==> config.mk <==
export PLATFORM = sky130hd
export DESIGN_NAME = logic_unit_arbiter
export DESIGN_NICKNAME = d
export VERILOG_FILES = /design/src/rtl/logic_unit_arbiter.sv
export SDC_FILE = /design/constraint.sdc
export NUM_CORES = 1
export LEC_CHECK = 0
export BUFFER_PORTS_ARGS = -buffer_cell sky130_fd_sc_hd__clkbuf_2
export CORE_ASPECT_RATIO = 1.2
export CORE_MARGIN = 1.5
export CORE_UTILIZATION = 32
export CTS_CLUSTER_SIZE = 8
export DETAILED_ROUTE_END_ITERATION = 8
export HOLD_SLACK_MARGIN = 0.12
export SYNTH_ARGS = -nofsm -noshare
export SYNTH_HDL_FRONTEND = slang
export SYNTH_SLANG_ARGS = --single-unit
==> constraint.sdc <==
create_clock -name clk -period 2.9 [get_ports clk]
set_clock_uncertainty 0.1 [all_clocks]
set_input_delay 0.29 -clock clk [delete_from_list [all_inputs] [get_ports clk]]
set_output_delay 0.29 -clock clk [all_outputs]
set_load 0.005 [all_outputs]
==> src/rtl/logic_unit_arbiter.sv <==
// logic_unit_arbiter: shares one bitwise logic unit (AND/OR/XOR/NOR) between
// two valid/ready requesters, round-robin on contention, with one registered
// response slot tagged by requester id and a wrapping completion counter.
module logic_unit_arbiter #(
    parameter int unsigned WIDTH = 32,
    parameter int unsigned CNT_W = 16
) (
    input  logic             clk,
    input  logic             rst_n,
    input  logic             req0_valid,
    output logic             req0_ready,
    input  logic [1:0]       req0_op,
    input  logic [WIDTH-1:0] req0_a,
    input  logic [WIDTH-1:0] req0_b,
    input  logic             req1_valid,
    output logic             req1_ready,
    input  logic [1:0]       req1_op,
    input  logic [WIDTH-1:0] req1_a,
    input  logic [WIDTH-1:0] req1_b,
    output logic             rsp_valid,
    input  logic             rsp_ready,
    output logic [WIDTH-1:0] rsp_data,
    output logic             rsp_id,
    output logic [CNT_W-1:0] op_count
);

    localparam logic [1:0] OP_AND = 2'b00;
    localparam logic [1:0] OP_OR  = 2'b01;
    localparam logic [1:0] OP_XOR = 2'b10;
    localparam logic [1:0] OP_NOR = 2'b11;

    typedef enum logic [0:0] {
        S_IDLE = 1'b0,
        S_RESP = 1'b1
    } state_e;

    state_e             state_q, state_d;
    logic               prio_q, prio_d;
    logic               rsp_valid_q, rsp_valid_d;
    logic [WIDTH-1:0]   rsp_data_q, rsp_data_d;
    logic               rsp_id_q, rsp_id_d;
    logic [CNT_W-1:0]   op_count_q, op_count_d;

    logic               grant_c;
    logic               grant_id_c;
    logic [1:0]         sel_op_c;
    logic [WIDTH-1:0]   sel_a_c;
    logic [WIDTH-1:0]   sel_b_c;

    // Bitwise result of one operation; no carry, always exactly WIDTH bits.
    function automatic logic [WIDTH-1:0] logic_op(
        input logic [1:0]       op,
        input logic [WIDTH-1:0] a,
        input logic [WIDTH-1:0] b
    );
        logic [WIDTH-1:0] r;
        case (op)
            OP_AND:  r = a & b;
            OP_OR:   r = a | b;
            OP_XOR:  r = a ^ b;
            OP_NOR:  r = ~(a | b);
            default: r = '0;
        endcase
        return r;
    endfunction

    // Grant selection: a lone requester wins, otherwise prio breaks the tie.
    always_comb begin
        grant_c    = 1'b0;
        grant_id_c = 1'b0;
        if (state_q == S_IDLE) begin
            if (req0_valid && (!req1_valid || !prio_q)) begin
                grant_c    = 1'b1;
                grant_id_c = 1'b0;
            end else if (req1_valid) begin
                grant_c    = 1'b1;
                grant_id_c = 1'b1;
            end
        end
        sel_op_c = grant_id_c ? req1_op : req0_op;
        sel_a_c  = grant_id_c ? req1_a  : req0_a;
        sel_b_c  = grant_id_c ? req1_b  : req0_b;
    end

    // Next-state and ready logic for the IDLE/RESP sequencer.
    always_comb begin
        state_d     = state_q;
        prio_d      = prio_q;
        rsp_valid_d = rsp_valid_q;
        rsp_data_d  = rsp_data_q;
        rsp_id_d    = rsp_id_q;
        op_count_d  = op_count_q;
        req0_ready  = 1'b0;
        req1_ready  = 1'b0;
        case (state_q)
            S_IDLE: begin
                if (grant_c) begin
                    req0_ready  = ~grant_id_c;
                    req1_ready  = grant_id_c;
                    rsp_data_d  = logic_op(sel_op_c, sel_a_c, sel_b_c);
                    rsp_id_d    = grant_id_c;
                    rsp_valid_d = 1'b1;
                    prio_d      = ~grant_id_c;
                    state_d     = S_RESP;
                end
            end
            S_RESP: begin
                if (rsp_ready) begin
                    rsp_valid_d = 1'b0;
                    op_count_d  = op_count_q + CNT_W'(1);
                    state_d     = S_IDLE;
                end
            end
            default: begin
                state_d     = S_IDLE;
                rsp_valid_d = 1'b0;
            end
        endcase
    end

    // State and response registers; reset drops any held response.
    always_ff @(posedge clk or negedge rst_n) begin
        if (!rst_n) begin
            state_q     <= S_IDLE;
            prio_q      <= 1'b0;
            rsp_valid_q <= 1'b0;
            rsp_data_q  <= '0;
            rsp_id_q    <= 1'b0;
            op_count_q  <= '0;
        end else begin
            state_q     <= state_d;
            prio_q      <= prio_d;
            rsp_valid_q <= rsp_valid_d;
            rsp_data_q  <= rsp_data_d;
            rsp_id_q    <= rsp_id_d;
            op_count_q  <= op_count_d;
        end
    end

    assign rsp_valid = rsp_valid_q;
    assign rsp_data  = rsp_data_q;
    assign rsp_id    = rsp_id_q;
    assign op_count  = op_count_q;

endmodule

# Yosys cells after proc, flatten, opt, wreduce, memory -nomap -nowiden
# Index checks and enable logic that the tools add are counted.
# classes
addsub	1
mul	0
n_div	0
order_cmp	0
n_eq_ne	5
n_shift	0
muxes	19
bitwise_logic	6
n_reduce_logical	8
# ops
cell	count
32-bit case mux with 4 select lines	1
32-bit 2-to-1 mux	2
32-bit AND	1
32-bit NOT	1
32-bit bitwise OR	1
32-bit XOR	1
16-bit by 1-bit adder with 16-bit output (second input constant)	1
1-bit 2-to-1 mux	13
2-bit AND reduction	3
2-bit equality test (second input constant)	2
2-bit inequality test (second input constant)	2
1-bit case mux with 2 select lines	2
2-bit by 1-bit equality test with 1-bit output (second input constant)	1
1-bit logical NOT	2
2-bit logical NOT	1
2-bit 2-to-1 mux	1
1-bit NOT	2
1-bit logical AND	1
1-bit logical OR	1
# totals
regBits	52
latchBits	0
mem_bits_rw	0
rom_bits	0
inputBits	137
out_inout_bits	52
wordCells	45
memories	0

# Longest topological paths before layout
# Gate-level depths: netlist of run 1.
# logic_depth
ltp_word	9
ltp_mapped	11
ltp_nobuf	10

# Worst setup path after synthesis of run 1
# OpenSTA, ideal clock, no wires.
# synth_timing
kind	flip-flop to flip-flop
start	register state_q
end	register rsp_data_q[0] (netlist: rsp_data[0])
arrival_ns	1.938
path_slack_ns	0.730
path_stages_with_launch	11
path_buffers	1
period_less_slack_ns	2.170
cell_sequence	dfrtp_1 nand2b_1 nor2_4 buf_2 mux2_2 inv_1 ha_1 nand2_1 a21oi_1 o21ai_0 a31oi_1
# synth_between
elab_chain_cells	5
word_cells_on_any_way	16
cone_classes	eq/ne: 3; mux: 6; bitwise: 5; reduce/logical: 2
# synth_lines
element	line	text
start: declaration	37	state_e state_q, state_d;
start signal: assignment	131	state_q <= state_d;
1-bit 2-to-1 mux	71	if (state_q == S_IDLE) begin
32-bit 2-to-1 mux, on equally long branches	81, 82	
32-bit bitwise OR	59, 61	
32-bit NOT	61	OP_NOR: r = ~(a | b);
32-bit case mux with 4 select lines	57	case (op)
end signal: assignment	134	rsp_data_q <= rsp_data_d;
end: declaration	40	logic [WIDTH-1:0] rsp_data_q, rsp_data_d;
# Several ways; a longest one is shown, not always the timed one.
# A chain may end at the register's enable or synchronous reset.

# Worst setup path after layout of run 1
# layout_timing
start	register state_q
end	register rsp_data_q[28] (netlist: rsp_data[28])
# The elaborated chain is that of the path after synthesis.

==> impl_metrics.toml, run 1 <==
[run_status]
outcome = "complete, no violations"

[final_layout]
layout.cells.most_common = "clkbuf_2"
drive_gt1_share_pct = 35.8
num-nets-final = 886
area_growth_pct = 29.0
layout.cell_area.non_filler_sq_um = 6150
final_cells = 885
post-route-util_pct = 42.5
most-common-layout-cells = "clkbuf_2, inv_1, mux2i_1"
n_antenna_cell = 0

[power_and_ir_drop]
power_mw = 3.48
worst_ir_drop_vdd_uv = 256
cellLeakagePower_nw = 3.43
power_density_nw_per_um2 = 566

[die]
floorplan.die.height_um = 137
design.core.area_sq_um = 14500
ioPinCount = 189
std_cell_rows = 48
fp.dieArea_sq_um = 15700
chipWidth_um = 114
start_util_pct = 33.0

[drt]
vias = 4157
drt_drc_violations_left = 0
drt_pass1_iterations = 4
wire_per_inst_um = 13.9
drt-initial-drc-count = 105
wirelength_um = 12300
viasPerCell = 4.70
drt.antenna.violating_nets = 0

[logic_synthesis]
ys_warn_count = 0
synthMuxAreaShare_pct = 27.9
synthSimpleGateAreaFrac_pct = 7.05
postSynthNetCount = 701
yosys.cell_types.count = 29
synthesis.instances = 499
avgSynthCellArea_sq_um = 9.56
synth_top_family_by_area = "multiplexers"
fraction_of_the_mapped_netlist_area_in_compound_gates_pct = 6.95
netlist_area_sq_um = 4770
synth-xor-area-share_pct = 3.12
synth-adder-area-share_pct = 17.0
sequential_element_share_of_the_synthesized_area_pct = 27.3
synth_seq_cells = 52

[clock_network]
ctsRootBufferMaster = "clkbuf_16"
cts.repair_timing.setup_buffer_count = 0
cts_made_buffers = 5
sink_count_of_the_clock_tree = 52
clkSlewWorstSetupHoldPaths_ps = 80
cts-resized-gates = 0
clkLatencyLatePin_ps = 300
max-clock-path-buffers = 2
ctsHoldBuffers = 2
htreeDepth = 2
cts_tree = "done"

[grt]
antenna_found_initial = 0
grt_pass1_wl_um = 20200
grt_max_degree = 53
grt.total_usage_pct = 16.0
grt_pass1_vias = 4392
global_route.overflow_total = 0

[critical_path]
flop_to_flop_setup_slack_ps = 390
cp_slowest_stage_delay_ps = 430
path_cells = "nand2b_1 > nor2_4 > buf_12 > mux2_2 > inv_1 > ha_1 > inv_1 > mux2i_1 > o221ai_1"
cp_slowest_cell = "dfrtp_1"
timing.reg2reg.worst_path_depth = 9
worst_r2r_startpoint = "state_q$_DFF_PN0_"
critical_path_arrival_ps = 2580
worstReg2RegEnd = "rsp_data[28]$_DFFE_PN0P_"
critical_path.startpoint_type = "flop"
worstSetupPathType = "flop to flop"
critical-path-top-cell-by-count = "inv_1"
critical_path.max_fanout = 26
endpoint_kind = "flop"
critical_path_required_ps = 2960

[placement]
pre_cts_ws_ps = 392
post-dp-hpwl_um = 9520
routabilityCongestion = 0.756
place.detailed.instances = 875
placement.io_buffers = 188
post_dp_area_sq_um = 5980

[sta]
setup_tns_ps = 0
timing_hold_violations_final = 0
worst_pin_slew_ps = 750
timing.final.ws_setup_ps = 386
timing.final.crit_share_pct = 86.7
unrepaired_setup_endpoints_after_global_routing = "false"
timing.fmax_ghz = 0.398
report.final.setup_viol = 0
min_clock_period_post_route_ps = 2510
holdWs_ps = 256
max_slew_margin_pct = 50.0
finalMaxSlewViolations = 0

[run]
max_cap_viol_count = 0

[hold_path]
worst_hold_path_type = "input pin to flop"
hp-start = "req1_op[0]"
hold_path_endpoint = "rsp_data[0]$_DFFE_PN0P_"
hold_path_depth = 3
[state kept, by name, summed over array words and instances, names as in the netlist]
| signal | count |
|---|---|
| op_count | 16 |
| rsp_valid | 1 |
| rsp_data | 32 |
| state_q | 1 |
| prio_q | 1 |
| rsp_id | 1 |
[how the worst max path moves through the flow]
stage / from / endpoint / slack, ps / cells past startpoint
final: state_q$_DFF_PN0_ / rsp_data[28]$_DFFE_PN0P_ / 390 / 9
after global routing: state_q$_DFF_PN0_ / rsp_data[7]$_DFFE_PN0P_ / 250 / 9
after CTS: state_q$_DFF_PN0_ / rsp_data[30]$_DFFE_PN0P_ / 380 / 8
after detailed placement: req0_valid / rsp_data[14]$_DFFE_PN0P_ / 390 / 9
after global placement: req0_valid / rsp_data[11]$_DFFE_PN0P_ / 470 / 8
after floorplan: state_q$_DFF_PN0_ / rsp_data[0]$_DFFE_PN0P_ / 730 / 10
[routing by layer]
metal | GRT usage, % | up-vias | share of wire (%)
li1 | - | 2047 | -
met1 | 18.2 | 1965 | 41
met3 | 3.01 | 17 | 5.3
met4 | 4.79 | 0 | 1.8
met2 | 30.1 | 128 | 52
met5 | 0 | - | 0
[power by group]
part	total (mW)	internal [mW]	switching [mW]
clock network	0.628	0.329	0.299
logic	1.66	0.821	0.835
registers	1.20	0.998	0.202
[layout make-up]
class                   count  area [sq um]
fillers                  1415          8320
well taps                 200           250
multi-input cells         328          3000
flip-flops and latches     52          1300
inverters                  96           360
clock buffers               5           125
clock inverters             3          26.3
repair buffers            201          1090
[cell usage after synthesis, drive strengths merged]
cell	count	area (sq um)
clkbuf	9	33.8
and3	3	18.8
buf	14	113
o221ai	31	272
nand4	4	25.0
and2b	1	10.0
and2	1	6.26
mux2i	96	961
ha	65	813
inv	96	360
nand3	5	25.0
nand2b	3	18.8
nor3	1	5.00
a21o	2	15.0
o21ai	4	20.0
a21oi	1	5.00
xnor2	12	105
a211oi	1	7.51
or3	1	6.26
dfrtp	52	1300
xor2	5	43.8
nor2	11	48.8
mux2	33	372
nand2	46	173
a31oi	2	12.5
[cells by family (layout without fill, tap and decap cells)]
family,Yosys count,count (layout)
DFF,52,52
muxes,129,129
AOI/OAI and AO/OA,41,41
xor gates and xnor gates,17,17
buffers and inverters,119,305
and+or+nand+nor,76,76
adders and majority gates,65,65
[worst max-delay path, delay by kind of cell, from the launching register on]
| family | cells | cell delay (ps) |
|---|---|---|
| buf+inv | 3 | 370 |
| simple gates | 2 | 620 |
| mux | 2 | 530 |
| compound gates | 1 | 140 |
| fa+ha+maj | 1 | 160 |
| flops | 1 | 430 |
(Power assumes the default switching activity.)
==> run 2: changes to the inputs <==
--- a/config.mk
+++ b/config.mk
@@ -12,6 +12,7 @@
 export CTS_CLUSTER_SIZE = 8
 export DETAILED_ROUTE_END_ITERATION = 8
 export HOLD_SLACK_MARGIN = 0.12
+export PLACE_DENSITY = 0.64
 export SYNTH_ARGS = -nofsm -noshare
 export SYNTH_HDL_FRONTEND = slang
 export SYNTH_SLANG_ARGS = --single-unit
==> run 2 against run 1 <==
Against the previous run:
- non-clock buffer count decreased by 3
- power is 0.71% higher
- highest routed layer unchanged
- sequential share of layout area hardly changed
- core utilization down 0.087 points
- largest cell class unchanged
- register-to-register slack better by 100 ps
- hold slack improved by 7.7 ps
- first-iteration DRC count increased by 1.9%
- critical endpoint is now rsp_data[30]$_DFFE_PN0P_
- combinational power fell by 3%
- critical path type unchanged
==> impl_metrics.toml, run 2 (synthesis results as in run 1) <==
[sta]
timing.final.ws_setup_ps = 487
unrepaired_setup_endpoints_after_global_routing = "false"
min_clock_period_post_route_ps = 2410
timing.final.crit_share_pct = 83.2
setup_tns_ps = 0
report.final.setup_viol = 0
max_slew_margin_pct = 29.6
worst_pin_slew_ps = 1050
timing_hold_violations_final = 0
finalMaxSlewViolations = 0
timing.fmax_ghz = 0.414

[final_layout]
layout.cell_area.non_filler_sq_um = 6140
layout.cells.most_common = "clkbuf_2"
area_growth_pct = 28.7
most-common-layout-cells = "clkbuf_2, inv_1, mux2i_1"
largest_reg_flops = 32
fill_cells = 1483
drive_gt1_share_pct = 35.5
num-nets-final = 883

[critical_path]
timing.reg2reg.worst_path_depth = 8
critical_path_required_ps = 2950
worst_r2r_startpoint = "state_q$_DFF_PN0_"
critical_path.startpoint_type = "flop"
endpoint_kind = "flop"
critical_path.max_fanout = 32
worstReg2RegEnd = "rsp_data[30]$_DFFE_PN0P_"
crit_buf_inv = 2
cp_slowest_stage_delay_ps = 420
path_cells = "nand2b_1 > nor2_4 > buf_12 > mux2_2 > inv_1 > ha_1 > mux2i_1 > o221ai_1"
worstSetupPathType = "flop to flop"
critPathLaunch = "state_q$_DFF_PN0_"
critical_path_arrival_ps = 2460
timing.critical_path.max_delay_family = "multiplexers"
flop_to_flop_setup_slack_ps = 490
cp_slowest_cell = "dfrtp_1"

[clock_network]
clkSlewWorstSetupHoldPaths_ps = 80
cts_tree = "done"
cts_made_buffers = 5
clkLatencyLatePin_ps = 300
ctsRootBufferMaster = "clkbuf_16"
sink_count_of_the_clock_tree = 52
cts.repair_timing.setup_buffer_count = 0
htreeDepth = 2
ctsHoldBuffers = 2
cts-resized-gates = 0
max-clock-path-buffers = 2

[power_and_ir_drop]
cellLeakagePower_nw = 3.42
worst_ir_drop_vdd_uv = 212
power_density_nw_per_um2 = 571

[hold_path]
hold_path_endpoint = "rsp_data[0]$_DFFE_PN0P_"
hold_path_depth = 3
worst_hold_path_type = "input pin to flop"
hp-start = "req1_op[0]"

[grt]
grt_pass1_wl_um = 18100
grt_pass1_vias = 3840
grt.total_usage_pct = 14.4
antenna_found_initial = 1
grt_max_degree = 53
global_route.overflow_total = 0

[drt]
wirelength_um = 11200
wire_per_inst_um = 12.7
vias = 4045
viasPerCell = 4.58
drt.antenna.violating_nets = 0
drt_drc_violations_left = 0
drt-initial-drc-count = 107
drt_pass1_iterations = 4

[die]
design.core.area_sq_um = 14500
ioPinCount = 189
std_cell_rows = 48
chipWidth_um = 114
floorplan.die.height_um = 137
fp.dieArea_sq_um = 15700
start_util_pct = 33.0

[placement]
post_dp_area_sq_um = 5950
post-dp-hpwl_um = 8550
routabilityCongestion = 0.728
placement.io_buffers = 188
pre_cts_ws_ps = 474

[run_status]
outcome = "complete, no violations"

[run]
max_cap_viol_count = 0
run 2: changes by cell type in the layout (fill, tap and decap cells not counted), sizes merged:
cell      previous run  this run
bufinv               0         1
buf                 11         8
inv                 98        97
clkinvlp             0         1
clkinv               1         0
diode                0         1
run 2: worst register-to-register path, stage by stage (launching register included):
cell and delay [ps]:
dfrtp_1 420, nand2b_1 200, nor2_4 320, buf_12 270, mux2_2 400, inv_1 60
ha_1 220, mux2i_1 160, o221ai_1 120
run 2: final cells by class:
class                   instances  area [sq um]  area share [%]
well taps                     200           250            4.07
clock buffers                   5           125            2.04
multi-input cells             328          3000            48.8
flip-flops and latches         52          1300            21.2
inverters                      96           360            5.87
diodes                          1          2.50          0.0407
repair buffers                198          1060            17.2
clock inverters                 3          46.3           0.754
run 2: layer usage:
| layer | up-vias | GRT usage (%) | share of wire, % |
|---|---|---|---|
| li1 | 2047 | - | - |
| met1 | 1875 | 17.3 | 44 |
| met2 | 113 | 25.9 | 48 |
| met3 | 10 | 3.14 | 5.8 |
| met4 | 0 | 3.61 | 1.4 |
| met5 | - | 0 | 0 |
run 2: where the power goes:
part,leakage (nW),switching (mW),internal (mW)
clock network,0.0804,0.288,0.411
logic,2.68,0.811,0.802
registers,0.661,0.199,0.998
total,3.42,1.30,2.21
run 2: metrics by stage:
stage / total power [mW] / hold slack, ps / util (%) / instances
after floorplan: 2.19 / -106 / - / 499
after global placement: 2.82 / 359 / 41.1 / 872
after detailed placement: 2.85 / 370 / 41.1 / 872
after CTS: 3.58 / 256 / 42.4 / 882
after global routing: 3.81 / 286 / 42.4 / 882
final: 3.51 / 263 / 42.4 / 883
run 2: how the worst max path moves through the flow:
stage                               endpoint  cells after the start
global placement    rsp_data[11]$_DFFE_PN0P_                      8
detailed placement   rsp_data[4]$_DFFE_PN0P_                      9
floorplan            rsp_data[0]$_DFFE_PN0P_                     10
finish              rsp_data[30]$_DFFE_PN0P_                      8
CTS                 rsp_data[30]$_DFFE_PN0P_                      8
global route         rsp_data[2]$_DFFE_PN0P_                      9
